--- src/rtl/tick_bcd_counter_if.sv ---
// tick_bcd_counter_if: groups the counter's control inputs (div_in, en, clr, dn) and digit/pulse outputs (ones, tens, tick, carry)
interface tick_bcd_counter_if;
  logic       div_in;
  logic       en;
  logic       clr;
  logic       dn;
  logic [3:0] ones;
  logic [3:0] tens;
  logic       tick;
  logic       carry;
  modport master (output div_in, en, clr, dn, input ones, tens, tick, carry);
  modport slave (input div_in, en, clr, dn, output ones, tens, tick, carry);
endinterface

--- src/rtl/tick_bcd_counter.sv ---
// tick_bcd_counter: up/down BCD counter stepping on div_in rising edges; ports clk, reset, bus (div_in/en/clr/dn in; ones/tens/tick/carry out)
module tick_bcd_counter #(
  parameter int MAX_TENS = 5
) (
  input logic               clk,
  input logic               reset,
  tick_bcd_counter_if.slave bus
);
  localparam logic [3:0] MT = 4'(MAX_TENS);
  logic       div_prev_q;
  logic [3:0] ones_q, ones_d, tens_q, tens_d;
  logic       tick_q, carry_q, carry_d;
  logic       rise, step;
  assign rise = bus.div_in & ~div_prev_q;
  assign step = rise & bus.en;
  always_comb begin
    ones_d  = ones_q;
    tens_d  = tens_q;
    carry_d = 1'b0;
    if (bus.clr) begin
      ones_d = 4'd0;
      tens_d = 4'd0;
    end else if (step && !bus.dn) begin
      carry_d = ones_q == 4'd9 && tens_q == MT;
      ones_d  = ones_q == 4'd9 ? 4'd0 : ones_q + 4'd1;
      tens_d  = ones_q != 4'd9 ? tens_q : carry_d ? 4'd0 : tens_q + 4'd1;
    end else if (step) begin
      carry_d = ones_q == 4'd0 && tens_q == 4'd0;
      ones_d  = ones_q == 4'd0 ? 4'd9 : ones_q - 4'd1;
      tens_d  = ones_q != 4'd0 ? tens_q : carry_d ? MT : tens_q - 4'd1;
    end
  end
  // div_prev resets high so a div_in already high at release is not taken as an edge
  always_ff @(posedge clk) begin
    if (reset) begin
      div_prev_q <= 1'b1;
      ones_q     <= 4'd0;
      tens_q     <= 4'd0;
      tick_q     <= 1'b0;
      carry_q    <= 1'b0;
    end else begin
      div_prev_q <= bus.div_in;
      ones_q     <= ones_d;
      tens_q     <= tens_d;
      tick_q     <= rise;
      carry_q    <= carry_d;
    end
  end
  assign bus.ones  = ones_q;
  assign bus.tens  = tens_q;
  assign bus.tick  = tick_q;
  assign bus.carry = carry_q;
endmodule
--- src/flat_wrapper.sv ---
// flat-port wrapper written by rule: the top's interface ports become plain ports
module tick_bcd_counter_flat 
#(
  parameter int MAX_TENS = 5
)
  (clk, reset, bus_div_in, bus_en, bus_clr, bus_dn, bus_ones, bus_tens, bus_tick, bus_carry);
  tick_bcd_counter_if bus_i ();
  input logic clk;
  input logic reset;
  input wire logic [$bits(bus_i.div_in)-1:0] bus_div_in;
  input wire logic [$bits(bus_i.en)-1:0] bus_en;
  input wire logic [$bits(bus_i.clr)-1:0] bus_clr;
  input wire logic [$bits(bus_i.dn)-1:0] bus_dn;
  output wire logic [$bits(bus_i.ones)-1:0] bus_ones;
  output wire logic [$bits(bus_i.tens)-1:0] bus_tens;
  output wire logic [$bits(bus_i.tick)-1:0] bus_tick;
  output wire logic [$bits(bus_i.carry)-1:0] bus_carry;
  assign bus_i.div_in = bus_div_in;
  assign bus_i.en = bus_en;
  assign bus_i.clr = bus_clr;
  assign bus_i.dn = bus_dn;
  assign bus_ones = bus_i.ones;
  assign bus_tens = bus_i.tens;
  assign bus_tick = bus_i.tick;
  assign bus_carry = bus_i.carry;
  tick_bcd_counter #(.MAX_TENS(MAX_TENS)) u_core (.clk(clk), .reset(reset), .bus(bus_i));
endmodule
--- config.mk ---
export PLATFORM = sky130hd
export DESIGN_NAME = tick_bcd_counter_flat
export DESIGN_NICKNAME = d
export VERILOG_FILES = /design/src/rtl/tick_bcd_counter_if.sv /design/src/rtl/tick_bcd_counter.sv /design/src/flat_wrapper.sv
export SDC_FILE = /design/constraint.sdc
export NUM_CORES = 1
export LEC_CHECK = 0
export CELL_PAD_IN_SITES_DETAIL_PLACEMENT = 0
export CELL_PAD_IN_SITES_GLOBAL_PLACEMENT = 2
export CORE_UTILIZATION = 29
export DETAILED_ROUTE_END_ITERATION = 10
export PLACE_DENSITY_LB_ADDON = 0.1
export SLEW_MARGIN = 20
export SYNTH_ARGS = -nofsm -noshare
export SYNTH_HDL_FRONTEND = slang
export SYNTH_SLANG_ARGS = --single-unit
--- constraint.sdc ---
create_clock -name clk -period 2 [get_ports clk]
set_input_delay 0.4 -clock clk [delete_from_list [all_inputs] [get_ports clk]]
set_output_delay 0.4 -clock clk [all_outputs]
set_load 0.005 [all_outputs]
Yosys cells after proc, flatten, opt, wreduce, memory -nomap -nowiden
Cells that the tools add are included.
{ "op_classes": {"n_addsub": 4, "eq_ne": 5, "n_mux": 12, "bitwise_logic": 3, "reduce_logical": 10} }
{ "ops": {"columns": ["cell", "n"], "rows": [
  ["$mux W4", 10],
  ["$add A4 B1 Y4 const B", 2],
  ["$logic_not A4 Y1", 2],
  ["$sub A4 B1 Y4 const B", 2],
  ["$eq A4 B3 Y1 const B", 1],
  ["$eq A4 B4 Y1 const B", 1],
  ["$ne A4 B4 Y1 const B", 1],
  ["$reduce_bool A4 Y1", 1],
  ["$logic_and A1 B1 Y1", 3],
  ["$reduce_and A3 Y1", 1],
  ["$and A1 B1 Y1", 2],
  ["$mux W1", 2],
  ["$ne A2 B1 Y1 const B", 1],
  ["$ne A2 B2 Y1 const B", 1],
  ["$reduce_bool A2 Y1", 1],
  ["$reduce_or A2 Y1", 1],
  ["$logic_not A1 Y1", 1],
  ["$not A1 Y1", 1]
]} }
{ "word_totals": {"register_bits": 11, "input_bits": 6, "output_inout_bits": 10, "wordCells": 39} }

Longest topological paths before layout
Gate-level depths: netlist (run 1).
{ "depth": {"ltp_word": 6, "depth_mapped": 6, "ltp_nobuf": 6} }

Least setup slack after synthesis (run 1)
No wires, ideal clock.
{ "synth_path": {"path_kind": "reg-to-reg", "start": "reg u_core.tens_q[1] (netlist: u_core.bus.tens[1])", "end": "reg u_core.tens_q[1] (netlist: u_core.bus.tens[1])", "setup_ns": 0.142, "arrival_ns": 1.530, "t_required_ns": 1.858, "slack_ns": 0.328, "path_stages_with_launch": 7, "n_path_buf": 0, "period_less_slack_ns": 1.672, "cell_sequence": "dfxtp_1 > inv_1 > ha_1 > or4b_4 > or2_0 > a221oi_2 > a211oi_1"} }
{ "synth_between": {"elab_chain_cells": 6, "word_cells_on_any_way": 12, "cone_classes": "2 x add/sub; 1 x eq/ne; 6 x mux; 3 x reduce/logical"} }
{ "synth_lines": {"columns": ["item", "line", "rtl"], "rows": [
  ["from (decl)", "tick_bcd_counter.sv:11", "logic [3:0] ones_q, ones_d, tens_q, tens_d;"],
  ["from (signal assigned)", "tick_bcd_counter.sv:44", "tens_q <= tens_d;"],
  ["parallel branches: the longest is 5 deep, another holds $sub A4 B1 Y4", null, null],
  ["$mux W4 *", "tick_bcd_counter.sv:23", "end else if (step && !bus.dn) begin"]
]} }
Every way passes the cells marked *. The select of a mux whose other input is x is not followed.
A chain may end at the register's enable or synchronous reset.

Worst setup path after layout (run 1)
{ "layout_path": {"start": "reg u_core.ones_q[0] (netlist: u_core.bus.ones[0])", "end": "out bus_ones[0]"} }
{ "layout_rtl": {"columns": ["item", "line", "rtl"], "rows": [
  ["from (decl)", "tick_bcd_counter.sv:11", null],
  ["from (signal assigned)", "tick_bcd_counter.sv:43", "ones_q <= ones_d;"],
  ["to (decl)", "flat_wrapper.sv:14", "output wire logic [$bits(bus_i.ones)-1:0] bus_ones;"]
]} }
No word-level cell between the ends.

==> results of run 1 <==
power by group:
part	leakage, nW	internal [mW]	switching, mW
registers	0.0891	0.222	0.00383
logic	0.295	0.0336	0.0257
clock network	0.0150	0.0771	0.0806
worst max path at each step:
stage / endpoint / slack [ps] / cells after the start
final: bus_ones[0] / 150 / 1
after CTS: bus_ones[0] / 130 / 1
after detailed placement: u_core.bus.tens[2]$_SDFFE_PP0P_ / 30 / 5
after floorplan: u_core.bus.tens[1]$_SDFFE_PP0P_ / 330 / 6
after global placement: u_core.bus.tens[2]$_SDFFE_PP0P_ / 60 / 5
after global routing: bus_ones[0] / 50 / 1
cell families after synthesis:
| kind of cell | after synthesis | share of synthesized area |
|---|---|---|
| xor+xnor | 2 | 0.0222 |
| compound gates | 27 | 0.233 |
| mux | 3 | 0.0413 |
| buf+inv | 10 | 0.0651 |
| simple gates | 38 | 0.295 |
| fa+ha+maj | 4 | 0.0635 |
| flops | 11 | 0.279 |
state kept, by name, indices dropped and copies added (netlist names):
signal             count
u_core.bus.ones        4
u_core.bus.tick        1
u_core.bus.tens        4
u_core.div_prev_q      1
u_core.bus.carry       1
routing by layer:
metal | vias up | part of all wire | GRT usage
met1 | 352 | 0.54 | 0.235
met4 | 0 | 0.0077 | 0.0769
met3 | 2 | 0.025 | 0.0169
li1 | 396 | - | -
met5 | - | 0 | 0
met2 | 11 | 0.43 | 0.217
final cells by class:
class	count	area, um2
repair buffers	26	233
multi-input cells	74	517
flip-flops and latches	11	220
well taps	30	37.5
fillers	277	1470
inverters	4	15.0
clock buffers	4	26.3
cell usage after synthesis (3+ instances only):
cell	count	area (um2)
dfxtp_1	11	220
nor3_1	3	15.0
or2_2	3	18.8
a21oi_1	5	25.0
and3b_1	3	26.3
nand2_1	4	15.0
o21ai_0	7	35.0
inv_1	4	15.0
ha_1	4	50.1
nor2_1	11	41.3
==> flow_metrics.py, run 1 <==
metrics = {
    "worst_hold_path": {
        "hold_end": "u_core.bus.tick$_SDFF_PP0_",
        "worstHoldPathType": "reg -> reg",
        "min_from": "u_core.div_prev_q$_SDFF_PP1_",
        "hold_depth": 1,
    },
    "cts": {
        "cts_tree": "done",
        "hold_buffers": 0,
        "cts-resized-gates": 0,
        "clkLatencyLatePin_ps": 270,
        "cts_buffer_depth": 2,
        "cts_buffers": 3,
        "htree_num_levels": 1,
        "clkTransAtPathRegs_ps": 80,
        "cts-root-buf": "clkbuf_4",
        "cts.sinks": 11,
        "cts_setup_buffers": 0,
    },
    "detailed_routing": {
        "vias_per_cell": 5.11,
        "drc": 0,
        "wirelength_um": 1950,
        "firstDrtPassIters": 4,
        "drt_iter0_markers": 18,
        "avgRoutedWirePerCell_um": 13.1,
        "ant_nets": 0,
        "vias": 761,
    },
    "critical_path": {
        "r2r_end": "u_core.bus.tens[3]$_SDFFE_PP0P_",
        "cp.arrival_ps": 1450,
        "rr_startpoint": "u_core.bus.tens[1]$_SDFFE_PP0P_",
        "worstSetupStartpoint": "u_core.bus.ones[0]$_SDFFE_PP0P_",
        "path_cells": "clkdlybuf4s50_1",
        "critPathMaxFanout": 15,
        "path_buf_inv": 1,
        "ff2ff_path_depth": 6,
        "reg2reg_slack_ps": 190,
        "crit_path_end_kind": "output port",
        "slowest_delay_ps": 600,
        "path_delay_family": "flip-flops",
        "path_class": "reg -> out",
        "critPathSlowestCell": "dfxtp_1",
        "crit_required_ps": 1600,
        "cp-start-kind": "flip-flop",
    },
    "grt": {
        "grt_max_degree": 16,
        "grt_first_pass_wirelength_um": 3280,
        "gr-total-overflow": 0,
        "grt_pass1_vias": 693,
        "grt_use_total": 0.157,
        "antenna_found_initial": 0,
    },
    "yosys": {
        "synth_flop_cell": "dfxtp_1",
        "ys_seq_area_frac": 0.279,
        "ys_types": 40,
        "yosys_warnings": 0,
        "synth_area_per_cell_um2": 8.30,
        "synth_fp_nets": 105,
        "netlist_area_um2": 788,
        "synth-edff-count": 0,
        "ys_async_sr_fraction": 0,
        "syn_inst": 95,
        "ys_ff_latch": 11,
    },
    "power_and_ir_drop": {
        "peakVddDrop_mv": 0.350,
        "p_per_area_nw_per_um2": 422,
        "power_leakage_nw": 0.399,
        "power_uw": 443,
    },
    "finish": {
        "nets": 130,
        "final_cell_mix": "clkdlybuf4s50_1, nor2_1, buf_4, dfxtp_1, o21ai_0",
        "final_common_cell": "clkdlybuf4s50_1",
        "layout-drive-gt1-share": 0.185,
        "fin_area_um2": 1050,
        "layout.cells.non_filler": 149,
        "area_growth_pct": 33.0,
        "final_util": 0.416,
        "diodes": 0,
    },
    "place": {
        "dp.cells": 145,
        "place_area_um2": 1020,
        "pre_cts_slack_ps": 32.1,
        "routabilityCongestion": 0.782,
        "portBuffers": 15,
        "detailed_place_hpwl_um": 1450,
    },
    "timing": {
        "finalSetupTns_ps": 0,
        "skew_ps": 1.08,
        "slew_headroom": 0.705,
        "finalCritPeriodShare": 0.926,
        "setup_ws_ps": 148,
        "rsz0062_at_grt": "false",
        "setup_violations": 0,
        "min_period_ps": 1850,
        "timing_hold_violations_final": 0,
        "worst_slew_pin_slew_ps": 442,
        "finalMaxSlewViolations": 0,
        "max_freq_ghz": 0.540,
        "whs_ps": 492,
    },
    "floorplan": {
        "coreArea_um2": 2520,
        "dieHeight_um": 54.1,
        "num_rows": 18,
        "start_util": 0.313,
        "die_w_um": 54.1,
        "ios": 16,
        "dieArea_um2": 2930,
    },
    "flow_run": {
        "drv_cap": 0,
    },
    "run_status": {
        "outcome": "complete, no violations",
    },
}
Note: power is estimated with default switching activity, not from simulation.
==> run 2: changes to the inputs <==
--- a/config.mk
+++ b/config.mk
@@ -10,6 +10,7 @@
 export CORE_UTILIZATION = 29
 export DETAILED_ROUTE_END_ITERATION = 10
 export PLACE_DENSITY_LB_ADDON = 0.1
+export RECOVER_POWER = 100
 export SLEW_MARGIN = 20
 export SYNTH_ARGS = -nofsm -noshare
 export SYNTH_HDL_FRONTEND = slang
==> run 2 against run 1 <==
Effect of this change:
- clock skew rose by 1.1 ps
- power fell by 0.16%
- critical endpoint unchanged
- combinational power fell by 3.9%
- global-route usage did not move
- via count rose by 1.4%
- sequential power barely moved
- register-to-register slack got worse by 30 ps
- sequential share of layout area rose by 0.33 points
==> flow_metrics.py, run 2 (synthesis results as in run 1) <==
metrics = {
    "run_status": {
        "outcome": "complete, no violations",
    },
    "floorplan": {
        "start_util": 0.313,
        "dieArea_um2": 2930,
        "ios": 16,
        "num_rows": 18,
        "dieHeight_um": 54.1,
        "coreArea_um2": 2520,
        "die_w_um": 54.1,
    },
    "finish": {
        "nets": 130,
        "diodes": 0,
        "fillers": 282,
        "final_util": 0.409,
        "final_cell_mix": "nor2_1, dfxtp_1, dlygate4sd3_1",
        "area_growth_pct": 31.0,
        "layout-drive-gt1-share": 0.160,
        "layout.cells.non_filler": 149,
    },
    "critical_path": {
        "crit_required_ps": 1600,
        "cp-start-kind": "flip-flop",
        "crit_path_end_kind": "output port",
        "path_class": "reg -> out",
        "critPathSlowestCell": "dfxtp_1",
        "rr_startpoint": "u_core.bus.tens[1]$_SDFFE_PP0P_",
        "cp.arrival_ps": 1460,
        "slowest_delay_ps": 600,
        "path_delay_family": "flip-flops",
        "path_cells": "clkdlybuf4s50_1",
        "critPathMaxFanout": 15,
        "worstSetupStartpoint": "u_core.bus.ones[0]$_SDFFE_PP0P_",
        "path_buf_inv": 1,
    },
    "power_and_ir_drop": {
        "p_per_area_nw_per_um2": 428,
        "peakVddDrop_mv": 0.349,
        "power_leakage_nw": 0.409,
    },
    "place": {
        "routabilityCongestion": 0.782,
        "detailed_place_hpwl_um": 1450,
        "dp.cells": 145,
        "portBuffers": 15,
    },
    "flow_run": {
        "drv_cap": 0,
    },
    "cts": {
        "htree_num_levels": 1,
        "clkTransAtPathRegs_ps": 80,
        "cts-root-buf": "clkbuf_4",
        "cts_setup_buffers": 0,
        "cts_buffers": 3,
        "hold_buffers": 0,
        "cts_buffer_depth": 2,
        "clkLatencyLatePin_ps": 270,
        "cts_tree": "done",
        "cts.sinks": 11,
        "cts-resized-gates": 0,
    },
    "grt": {
        "busiest_layer": "met1",
        "grt_max_degree": 16,
        "grt_use_met2": 0.217,
        "gr-total-overflow": 0,
        "grt_use_total": 0.157,
        "met1_usage": 0.235,
        "grt_pass1_vias": 693,
        "grt_util_met3": 0.0169,
        "grt_first_pass_wirelength_um": 3280,
        "antenna_found_initial": 0,
    },
    "timing": {
        "finalSetupTns_ps": 0,
        "finalMaxSlewViolations": 0,
        "min_period_ps": 1860,
        "skew_ps": 2.17,
        "rsz0062_at_grt": "false",
        "finalCritPeriodShare": 0.931,
        "max_freq_ghz": 0.537,
        "slew_headroom": 0.700,
        "setup_violations": 0,
        "timing_hold_violations_final": 0,
        "worst_slew_pin_slew_ps": 449,
    },
    "worst_hold_path": {
        "min_from": "u_core.div_prev_q$_SDFF_PP1_",
        "worstHoldPathType": "reg -> reg",
    },
    "detailed_routing": {
        "firstDrtPassIters": 4,
        "vias": 772,
        "avgRoutedWirePerCell_um": 13.0,
        "drt_iter0_markers": 19,
        "wirelength_um": 1930,
        "vias_per_cell": 5.18,
        "ant_nets": 0,
        "drc": 0,
    },
}
## run 2: changes by cell type in the layout (fill, tap and decap cells not counted)
| cell | delta |
|---|---|
| dlygate4sd3_1 | +8 |
| and2_1 | -1 |
| clkdlybuf4s50_1 | -8 |
| and2_0 | +1 |
| a221oi_2 | -1 |
| clkbuf_4 | +1 |
| a221oi_1 | +1 |
| clkbuf_2 | +1 |
| clkbuf_1 | +2 |
| buf_4 | -4 |
## run 2: area by class of cell
class | instances | area (um2) | share of cell area
repair buffers | 26 | 223 | 0.216
multi-input cells | 74 | 510 | 0.495
flip-flops and latches | 11 | 220 | 0.213
clock buffers | 4 | 26.3 | 0.0255
well taps | 30 | 37.5 | 0.0364
inverters | 4 | 15.0 | 0.0145
## run 2: per-stage QoR
stage / hold slack (ps) / power [mW] / cell area, um2 / setup WS [ps]
6_report: 490 / 0.442 / 1030 / 138
3_5_place_dp: 478 / 0.290 / 1020 / 32.1
4_1_cts: 491 / 0.450 / 1050 / 130
2_1_floorplan: 429 / 0.262 / 788 / 328
5_1_grt: 524 / 0.472 / 1030 / 48.4
3_3_place_gp: 475 / 0.291 / 1020 / 57.6
## run 2: path summary, 6_finish.rpt
kind / end / cells past startpoint / slack [ps]
hold / removal: u_core.bus.tick$_SDFF_PP0_ / 1 / 490
hold reg to reg: u_core.bus.tick$_SDFF_PP0_ / 1 / 490
setup reg to reg: u_core.bus.tens[1]$_SDFFE_PP0P_ / 6 / 160
setup / recovery: bus_ones[0] / 1 / 140
## run 2: worst register-to-register path: stages, from the launching register on
cell and delay, ps:
dfxtp_1 350, inv_1 130, ha_1 150, or4b_4 470, or2_0 270, a221oi_1 270, a211oi_1 80
## run 2: per-layer routing
layer	part of all wire	wire length [um]	up-vias
li1	-	-	398
met5	0	0	-
met3	0.023	45	2
met4	0.0072	14	0
met2	0.43	837	9
met1	0.54	1030	363
## run 2: power breakdown
group / internal, mW / switching (mW)
clock: 0.0771 / 0.0821
sequential: 0.222 / 0.00376
combinational: 0.0318 / 0.0252
total: 0.331 / 0.111
